==> config.mk <==
export PLATFORM = sky130hd
export DESIGN_NAME = fir_ctrl
export DESIGN_NICKNAME = d
export VERILOG_FILES = /design/src/rtl/fir_ctrl.sv
export SDC_FILE = /design/constraint.sdc
export NUM_CORES = 1
export LEC_CHECK = 0
export CORE_UTILIZATION = 55
export CTS_CLUSTER_SIZE = 10
export DETAILED_ROUTE_END_ITERATION = 8
export PLACE_DENSITY = 0.84
export SLEW_MARGIN = 0
export SYNTH_ARGS = -nofsm -noshare
export SYNTH_HDL_FRONTEND = slang
export SYNTH_SLANG_ARGS = --single-unit
==> constraint.sdc <==
create_clock -name clk -period 3.8 [get_ports clk]
set_input_delay 0.57 -clock clk [delete_from_list [all_inputs] [get_ports clk]]
set_output_delay 0.57 -clock clk [all_outputs]
set_load 0.005 [all_outputs]
==> src/rtl/fir_ctrl.sv <==
// Sequencer for a 3-tap FIR datapath: tags real samples versus bubbles, collects results in a
// credit-protected output FIFO and applies shadowed coefficient updates via drain/load/flush.
module fir_ctrl #(
    parameter int WIDTH   = 8,
    parameter int FIR_LAT = 1,
    parameter int TAPS    = 3
) (
    input  logic               clk,
    input  logic               rst_n,
    input  logic               s_valid,
    output logic               s_ready,
    input  logic [WIDTH-1:0]   s_data,
    output logic               m_valid,
    input  logic               m_ready,
    output logic [2*WIDTH-1:0] m_data,
    input  logic               cfg_we,
    input  logic [1:0]         cfg_addr,
    input  logic [WIDTH-1:0]   cfg_data,
    input  logic               cfg_commit,
    output logic               cfg_busy,
    output logic [WIDTH-1:0]   fir_in,
    output logic [WIDTH-1:0]   w_1,
    output logic [WIDTH-1:0]   w_2,
    output logic [WIDTH-1:0]   w_3,
    input  logic [2*WIDTH-1:0] fir_out
);

    localparam int DEPTH = FIR_LAT + 2;
    localparam int CW    = $clog2(DEPTH + 1);
    localparam int PW    = (DEPTH > 1) ? $clog2(DEPTH) : 1;
    localparam int FW    = (TAPS > 1) ? $clog2(TAPS) : 1;

    localparam logic [CW:0]   CREDITS    = (CW + 1)'(DEPTH);
    localparam logic [PW-1:0] PTR_LAST   = PW'(DEPTH - 1);
    localparam logic [FW-1:0] FLUSH_LAST = FW'(TAPS - 1);

    typedef enum logic [1:0] {
        RUN   = 2'd0,
        DRAIN = 2'd1,
        LOAD  = 2'd2,
        FLUSH = 2'd3
    } state_t;

    state_t state_q, state_d;

    logic [FW-1:0]      flush_cnt_q;
    logic [WIDTH-1:0]   sh_1, sh_2, sh_3;
    logic [FIR_LAT-1:0] tag_q;
    logic [CW-1:0]      inflight_q, inflight_d;
    logic [CW-1:0]      count_q, count_d;
    logic [PW-1:0]      wr_ptr, rd_ptr;
    logic [2*WIDTH-1:0] mem [DEPTH];
    logic [CW:0]        credit_sum;

    logic accept, push, pop;

    assign accept = s_valid & s_ready;
    assign push   = tag_q[FIR_LAT-1];
    assign pop    = m_valid & m_ready;

    assign m_valid = (count_q != '0);
    assign m_data  = m_valid ? mem[rd_ptr] : '0;

    function automatic logic [PW-1:0] ptr_inc(input logic [PW-1:0] p);
        return (p == PTR_LAST) ? '0 : p + 1'b1;
    endfunction

    // NOTE: every variable driven here gets a default first, so no path can infer a latch.
    always_comb begin
        state_d    = state_q;
        count_d    = count_q;
        inflight_d = inflight_q;

        if (push && !pop)
            count_d = count_q + 1'b1;
        else if (!push && pop)
            count_d = count_q - 1'b1;

        if (accept && !push)
            inflight_d = inflight_q + 1'b1;
        else if (!accept && push)
            inflight_d = inflight_q - 1'b1;

        unique case (state_q)
            RUN:     if (cfg_commit) state_d = DRAIN;
            DRAIN:   if (inflight_q == '0) state_d = LOAD;
            LOAD:    state_d = FLUSH;
            FLUSH:   if (flush_cnt_q == FLUSH_LAST) state_d = RUN;
            default: state_d = RUN;
        endcase

        credit_sum = {1'b0, count_d} + {1'b0, inflight_d};
    end

    // s_ready and cfg_busy are registered from next-state values so both read 0 during reset.
    // NOTE: sequential state uses non-blocking assignments so every register samples pre-edge values.
    always_ff @(posedge clk or negedge rst_n) begin
        if (!rst_n) begin
            state_q     <= RUN;
            flush_cnt_q <= '0;
            s_ready     <= 1'b0;
            cfg_busy    <= 1'b0;
            fir_in      <= '0;
            tag_q       <= '0;
            inflight_q  <= '0;
            count_q     <= '0;
            wr_ptr      <= '0;
            rd_ptr      <= '0;
            sh_1        <= '0;
            sh_2        <= '0;
            sh_3        <= '0;
            w_1         <= '0;
            w_2         <= '0;
            w_3         <= '0;
        end else begin
            state_q     <= state_d;
            flush_cnt_q <= (state_q == FLUSH) ? flush_cnt_q + 1'b1 : '0;
            s_ready     <= (state_d == RUN) && (credit_sum < CREDITS);
            cfg_busy    <= (state_d != RUN);
            fir_in      <= accept ? s_data : '0;
            tag_q       <= (tag_q << 1) | FIR_LAT'(accept);
            inflight_q  <= inflight_d;
            count_q     <= count_d;

            if (push) wr_ptr <= ptr_inc(wr_ptr);
            if (pop)  rd_ptr <= ptr_inc(rd_ptr);

            if (cfg_we) begin
                unique case (cfg_addr)
                    2'd0:    sh_1 <= cfg_data;
                    2'd1:    sh_2 <= cfg_data;
                    2'd2:    sh_3 <= cfg_data;
                    default: ;
                endcase
            end

            if (state_q == LOAD) begin
                w_1 <= sh_1;
                w_2 <= sh_2;
                w_3 <= sh_3;
            end
        end
    end

    // NOTE: FIFO storage has no reset; occupancy is reset and m_data is gated when empty.
    always_ff @(posedge clk) begin
        if (push) mem[wr_ptr] <= fir_out;
    end

endmodule

# After elaboration in Yosys (flattened, before gate mapping)
# Memories as Yosys holds them, arrays and structs flattened.
# Index checks and enable logic that the tools add are counted.
[classes]
bitwise = 2
n_mux = 15
addsub = 8
n_eq_ne = 8
order_cmp = 1
reduce_logical = 17
[op_table]
columns = ["op", "count"]
rows = [
  ["2-bit two-way mux", 10],
  ["16-bit two-way mux", 1],
  ["2-bit == test (second input constant)", 6],
  ["2-bit by 1-bit adder with 2-bit output (second input constant)", 5],
  ["2-bit logical NOT", 4],
  ["8-bit two-way mux", 1],
  ["2-bit one-hot mux with 4 select lines", 1],
  ["2-bit AND reduction", 3],
  ["1-bit logical AND", 5],
  ["2-bit by 1-bit == test with 1-bit output (second input constant)", 2],
  ["2-bit nonzero test", 2],
  ["2-bit by 1-bit subtractor with 2-bit output (second input constant)", 2],
  ["2-bit by 2-bit adder with 3-bit output", 1],
  ["1-bit logical NOT", 3],
  ["3-bit by 2-bit < comparator with 1-bit output (second input constant)", 1],
  ["1-bit AND", 2],
  ["1-bit two-way mux", 2],
]
[word_totals]
in_bits = 40
output_inout_bits = 51
reg_bits = 71
mem_count = 1
ram_bits = 48
[memory_table]
columns = ["memory", "words", "word_bits", "rd", "rd_clocked_by_memory_dff", "write_ports", "line_no", "rtl"]
rows = [
  ["mem", 3, 16, 1, 0, 1, "52", "logic [2*WIDTH-1:0] mem [DEPTH];"],
]

# Depth between registers and ports, before layout
# Gate-level depths: netlist of the first run.
[depth]
ltp_word = 8
ltp_mapped = 11
depth_no_buf = 9

# Worst setup path after synthesis of the first run
# Ideal clock, no wire load.
[synth_timing]
path_kind = "reg2reg"
startpoint = "register tag_q, in the netlist push"
endpoint = "memory mem[1][0] (netlist bit) (enable)"
arrival_time_ns = 1.905
slack_ns = 1.480
required_time_ns = 3.385
stages_incl_launch_ff = 4
n_path_buf = 1
cell_sequence = "dfrtp_1 > buf_2 > inv_1 > nor3b_1"
[synth_via]
elab_chain_len = 2
[synth_rtl]
columns = ["element", "line_no", "rtl"]
rows = [
  ["from (decl)", "48", "logic [FIR_LAT-1:0] tag_q;"],
  ["from (signal assigned)", "121", "tag_q <= (tag_q << 1) | FIR_LAT'(accept);"],
  ["1-bit two-way mux", "147", "if (push) mem[wr_ptr] <= fir_out;"],
  ["1-bit two-way mux (not written as such)", "147", ""],
  ["to (decl)", "52", ""],
]
# Every way passes these cells.

# Worst setup path in the final report of the first run
[layout_timing]
startpoint = "register rd_ptr[0]"
endpoint = "output port m_data[8]"
[layout_via]
elab_chain_len = 2
[layout_rtl]
columns = ["element", "line_no", "rtl"]
rows = [
  ["from (decl)", "51", "logic [PW-1:0] wr_ptr, rd_ptr;"],
  ["from (signal assigned)", "126", "if (pop) rd_ptr <= ptr_inc(rd_ptr);"],
  ["memory 3 x 16 bit", "-", ""],
  ["16-bit two-way mux", "62", "assign m_data = m_valid ? mem[rd_ptr] : '0;"],
  ["to (decl)", "15", "output logic [2*WIDTH-1:0] m_data,"],
]
# Every way passes these cells.

==> flow_summary.toml, run 1 <==
[synthesis]
yosysWarnings = 0
yosysUniqueCellTypes = 30
postSynthCellCount = 292
yosys_register_bits = 119
synth_compound_area_share_pct = 1.61
synth_xor_area_share_pct = 0.750
yosys.area_share.adder_pct = 1.50
yosys-mux-area-fraction_pct = 19.3
synthesis.nets = 337
yosysSeqAreaShare_pct = 68.9
syn_area_per_cell_sq_um = 16.0
syn_area_sq_mm = 0.00467
synth_area_leaders = "dfrtp_1 38%, edfxtp_1 31%, mux2_2 16%"
synth_top_family_by_area = "multiplexers"
synth_edf_count = 48
yosys.area.top_type = "dfrtp_1"
synth_top_area_share_pct = 38.0
yosys.area_share.simple_pct = 5.65
ys_async_sr_fraction_pct = 59.7
ys_dominant_reg_cell = "dfrtp_1"

[critical_path]
cp-start-kind = "register"
cp-end-kind = "output port"
cp.arrival_ns = 2.49
required_ns = 3.23
crit_type = "register to output port"
crit_fanout = 19

[route]
drt_iter0_drc = 95
dr.pass1.iters = 4
antenna_left = 0
wl_per_cell_um = 17.6
via_per_inst = 5.28
num_vias = 2716
wirelength_um = 9020
drc = 0

[die]
placement_rows = 33
coreArea_sq_mm = 0.00822
dieWidth_um = 94.1
die_h_um = 94.1
pin_count = 91
dieArea_sq_mm = 0.00886
initial_core_util_pct = 56.8

[global_route]
antenna_found_initial = 0
grt_pass1_wl_um = 14000
grt_max_degree = 45
grt-ovfl-total = 0
grt_use_total_pct = 21.9
grt_pass1_vias = 2906

[clock_network]
cts.clk_slew.worst_paths_ns = 0.06
clock-sinks = 119
postCtsSetupRepairBufs = 0
clock_latency_ns = 0.50
clockRootBuffer = "clkbuf_8"
clockBufferDepth = 2
post_cts_resized = 0
htreeDepth = 4
cts_buffers = 17
hold_buffers = 0
cts_tree = "done"

[sta]
setup_viol = 0
tightest_slew_ns = 1.08
rsz0062_at_grt = "no"
fin_worst_skew_ns = 0.00695
fin_crit_sh_pct = 80.6
maxSlewHeadroom_pct = 28.2
finalHoldViolations = 0
finalCriticalPeriod_ns = 3.06
tns_ns = 0
max_freq_ghz = 0.327
drv_slew = 0
whs_ns = 0.0747

[placed_design]
dp_hpwl_um = 5720
place_area_sq_mm = 0.00569
place_inst = 482
io_buffers = 90
gp_congestion = 0.717

[finish]
utilization_pct = 77.0
nFillCells = 485
fin_nets = 441
seqCellArea_sq_mm = 0.00322
multiInputGateArea_sq_mm = 0.00136
syn_to_final_growth_pct = 35.5
diodes = 0
fin_area_sq_mm = 0.00633
drive_gt1_share_pct = 26.9
final-instance-count-excl-fill = 514

[power_and_ir_drop]
p_leak_uw = 0.00258
powerDensity_mw_per_mm2 = 807
peakVddDrop_mv = 0.447

[job]
cap_violations = 0

[run_status]
status = "finished, final reports clean"

[hold_path]
hp-class = "primary input to async pin"
## worst max-delay path, cell delays in order, from the launching register on
cell	delay (ns)
dfrtp_1	0.87
mux2_2	0.43
mux2i_1	0.19
nor2_1	0.06
clkdlybuf4s50_1	0.44
## synthesized netlist by cell type (2+ instances only)
cell type  instances
a21o_1             4
a21oi_1            3
a31oi_1            2
and3_1            10
buf_2              8
buf_6              2
dfrtp_1           71
edfxtp_1          48
ha_1               4
inv_1             10
mux2_2            66
mux2i_1           16
nand2_1            4
nand3b_1           2
nor2_1            20
nor3_1             5
o21ai_0            2
xnor2_1            3
## cell type report
class,count,area share (%)
timing repair buffer,96,14.9
multi-input combinational,152,21.5
sequential,119,50.9
inverter,10,0.593
tap,105,2.08
clock inverter,15,3.56
clock buffer,17,6.55
## cells by family after synthesis
kind of cell	count (synthesis)
adders and majority gates	5
xor gates and xnor gates	4
muxes	82
AOI/OAI and AO/OA	12
buffers and inverters	21
DFF	119
and+or+nand+nor	49
## layout by cell type, fill, tap and decap left out, types with 2 or more instances in the layout
cell             count
xnor2_1              3
nand2_1              4
inv_1               10
o21ai_0              2
dfrtp_1             71
a21oi_1              3
buf_4                6
a21o_1               4
and3_1              10
inv_6                2
clkbuf_16           16
edfxtp_1            48
nor2_1              20
ha_1                 4
nor3_1               4
clkdlybuf4s50_1     89
clkinv_4             3
a31oi_1              2
nor3b_2              2
bufinv_16            5
mux2_2              66
mux2i_1             16
nand3b_1             2
clkinvlp_4           3
## state kept, by name (all words and copies together) (netlist names)
name and flops:
cfg_busy 1, count_q 2, fir_in 8, flush_cnt_q 2, inflight_q 2, mem 48, push 1, rd_ptr 2
s_ready 1, sh_1 8, sh_2 8, sh_3 8, state_q 2, w_1 8, w_2 8, w_3 8
wr_ptr 2
## where the power goes
| group | switching [uW] | leakage (uW) | internal (uW) | total [uW] |
|---|---|---|---|---|
| clock network | 568 | 0.000302 | 1130 | 1700 |
| registers | 261 | 0.00130 | 1640 | 1900 |
| logic | 548 | 0.000979 | 958 | 1510 |
| total | 1380 | 0.00258 | 3730 | 5110 |
## per-layer routing
metal	routed length, um	GRT usage (%)	up-vias
met5	0	0	-
met4	180	10.5	0
met3	464	7.28	16
met2	4720	37.4	77
met1	3650	24.5	1358
li1	-	-	1265
## final timing paths
path	from	endpoint	slack (ns)	cells after the start
setup / recovery	rd_ptr[0]	m_data[8]	0.74	4
hold / removal	rst_n	sh_1[1]	0.07	1
setup reg to reg	count_q[0]	s_ready	1.42	9
hold reg to reg	flush_cnt_q[0]	flush_cnt_q[0]	0.42	1
max in group asynchronous	rst_n	w_3[5]	2.75	2
min in group clk	flush_cnt_q[0]	flush_cnt_q[0]	0.42	1
## metrics by stage
stage,worst slack (ns),total power (uW)
after floorplan,1.48,2650
final,0.738,5110
after global placement,1.20,3350
after CTS,0.680,5150
after global routing,0.621,5360
after detailed placement,1.15,3420
(Power assumes the default switching activity.)
==> run 2, diff against run 1 <==
--- a/config.mk
+++ b/config.mk
@@ -5,10 +5,10 @@
 export SDC_FILE = /design/constraint.sdc
 export NUM_CORES = 1
 export LEC_CHECK = 0
-export CORE_UTILIZATION = 55
+export CORE_UTILIZATION = 51
 export CTS_CLUSTER_SIZE = 10
 export DETAILED_ROUTE_END_ITERATION = 8
-export PLACE_DENSITY = 0.84
+export PLACE_DENSITY = 0.79
 export SLEW_MARGIN = 0
 export SYNTH_ARGS = -nofsm -noshare
 export SYNTH_HDL_FRONTEND = slang
==> constraint.sdc (replaced) <==
create_clock -name clk -period 3.1 [get_ports clk]
set_input_delay 0.465 -clock clk [delete_from_list [all_inputs] [get_ports clk]]
set_output_delay 0.465 -clock clk [all_outputs]
set_load 0.005 [all_outputs]
==> flow_summary.toml, run 2 (same netlist as run 1, synthesis figures left out) <==
[sta]
tns_ns = 0
rsz0062_at_grt = "no"
tightest_slew_ns = 0.808
setup_viol = 0
fin_crit_sh_pct = 94.4
finalCriticalPeriod_ns = 2.93
maxSlewHeadroom_pct = 45.9
drv_slew = 0
fin_worst_skew_ns = 0.00570
whs_ns = 0.425
setup_slack_ns = 0.174
finalHoldViolations = 0
max_freq_ghz = 0.342

[placed_design]
gp_congestion = 0.719
io_buffers = 90
dp_slack_ns = 0.391
dp_hpwl_um = 5730
place_inst = 487

[job]
cap_violations = 0

[global_route]
grt-ovfl-total = 0
grtUsageMet3_pct = 8.06
use_met2_pct = 34.5
grt_use_total_pct = 20.5
grt_max_degree = 43
grt_pass1_wl_um = 14600
top_usage_layer = "met2"
antenna_found_initial = 0
grt_use_met1_pct = 23.7
grt_pass1_vias = 2984

[die]
placement_rows = 34
pin_count = 91
dieWidth_um = 97.7
dieArea_sq_mm = 0.00954
coreArea_sq_mm = 0.00881
initial_core_util_pct = 53.0
die_h_um = 97.7

[power_and_ir_drop]
powerDensity_mw_per_mm2 = 951
p_clk_share_pct = 29.9
p_leak_uw = 0.00256
internal-power_uw = 4290
switching_share_pct = 28.2
p_seq_share_pct = 37.6
switchingPower_uw = 1680
combPwrFrac_pct = 32.5
peakVddDrop_mv = 0.539

[clock_network]
clockBufferDepth = 2
htreeDepth = 4
clock-sinks = 119
clock_latency_ns = 0.52
postCtsSetupRepairBufs = 0
post_cts_resized = 0
cts.clk_slew.worst_paths_ns = 0.06
clockRootBuffer = "clkbuf_8"
cts_buffers = 17
cts_tree = "done"
hold_buffers = 1

[finish]
drive_gt1_share_pct = 27.4
final-instance-count-excl-fill = 520
syn_to_final_growth_pct = 34.5
diodes = 0
layout_commonest_cell = "clkdlybuf4s50_1"
fin_nets = 444
top_register = "mem"
largest_register_ffs = 48
mostFrequentLayoutCells = "89 x clkdlybuf4s50_1, 71 x dfrtp_1, 66 x mux2_2, 48 x edfxtp_1, 20 x nor2_1"

[run_status]
status = "complete, but fails checks"
failed_checks = "design-rule violations"

[route]
wl_per_cell_um = 17.0
antenna_left = 0
num_vias = 2691
via_per_inst = 5.18
drt_iter0_drc = 94
dr.pass1.iters = 6
wirelength_um = 8860
drc = 14

[critical_path]
crit_type = "register to output port"
cp.arrival_ns = 2.46
crit_fanout = 13
required_ns = 2.63
reg2reg_depth = 8
cp-start-kind = "register"
cp-end-kind = "output port"

[hold_path]
min_path_cells = 1
hp-class = "register to register"
-- run 2: cell count changes in the layout (fill, tap and decap cells not counted) --
cell,before,now
buf_12,0,1
buf_4,6,7
bufinv_16,5,1
clkbuf_8,1,2
clkinv_1,1,0
clkinv_2,1,2
clkinv_4,3,1
clkinvlp_4,3,4
dlygate4sd3_1,0,1
inv_4,0,4
-- run 2: layout make-up --
| class | instances | area, sq um |
|---|---|---|
| sequential | 119 | 3220 |
| timing repair buffer | 99 | 978 |
| clock buffer | 18 | 428 |
| fill | 591 | 2530 |
| tap | 108 | 135 |
| inverter | 10 | 37.5 |
| multi-input combinational | 152 | 1360 |
| clock inverter | 14 | 121 |
-- run 2: power groups by stage --
stage	registers [uW]	clock network (uW)	logic, uW
2_1_floorplan	2210	0	1040
5_1_grt	2290	1900	2130
6_report	2250	1780	1940
3_5_place_dp	2270	0	1940
3_3_place_gp	2250	0	1880
4_1_cts	2250	1830	1960
-- run 2: path summary, 6_finish.rpt --
check | from | to | slack (ns)
worst min register to register | flush_cnt_q[0] | flush_cnt_q[0] | 0.42
worst min-delay path | flush_cnt_q[0] | flush_cnt_q[0] | 0.42
worst max-delay path | rd_ptr[0] | m_data[2] | 0.17
worst max register to register | count_q[0] | s_ready | 0.39
min in group asynchronous | rst_n | sh_1[7] | 0.54
max in group asynchronous | rst_n | rd_ptr[1] | 1.89
-- run 2: through the flow --
stage                     power (uW)  cell area [sq um]  util (%)
after floorplan                 3250               4670         -
after global placement          4130               5720      64.9
final                           5970               6280      71.3
after global routing            6320               6280      71.3
after detailed placement        4210               5720      64.9
after CTS                       6040               6280      71.3
-- run 2: critical path, stage by stage (launching register included) --
cell,delay [ns]
dfrtp_1,0.68
buf_4,0.26
mux2_2,0.35
mux2i_1,0.14
nor2_1,0.05
clkdlybuf4s50_1,0.47
-- run 2: layer usage --
layer	wire length (um)	up-vias	share of wire (%)
met5	0	-	0
met4	89	0	1.0
met3	499	10	5.6
met2	4540	71	51
met1	3730	1328	42
li1	-	1282	-
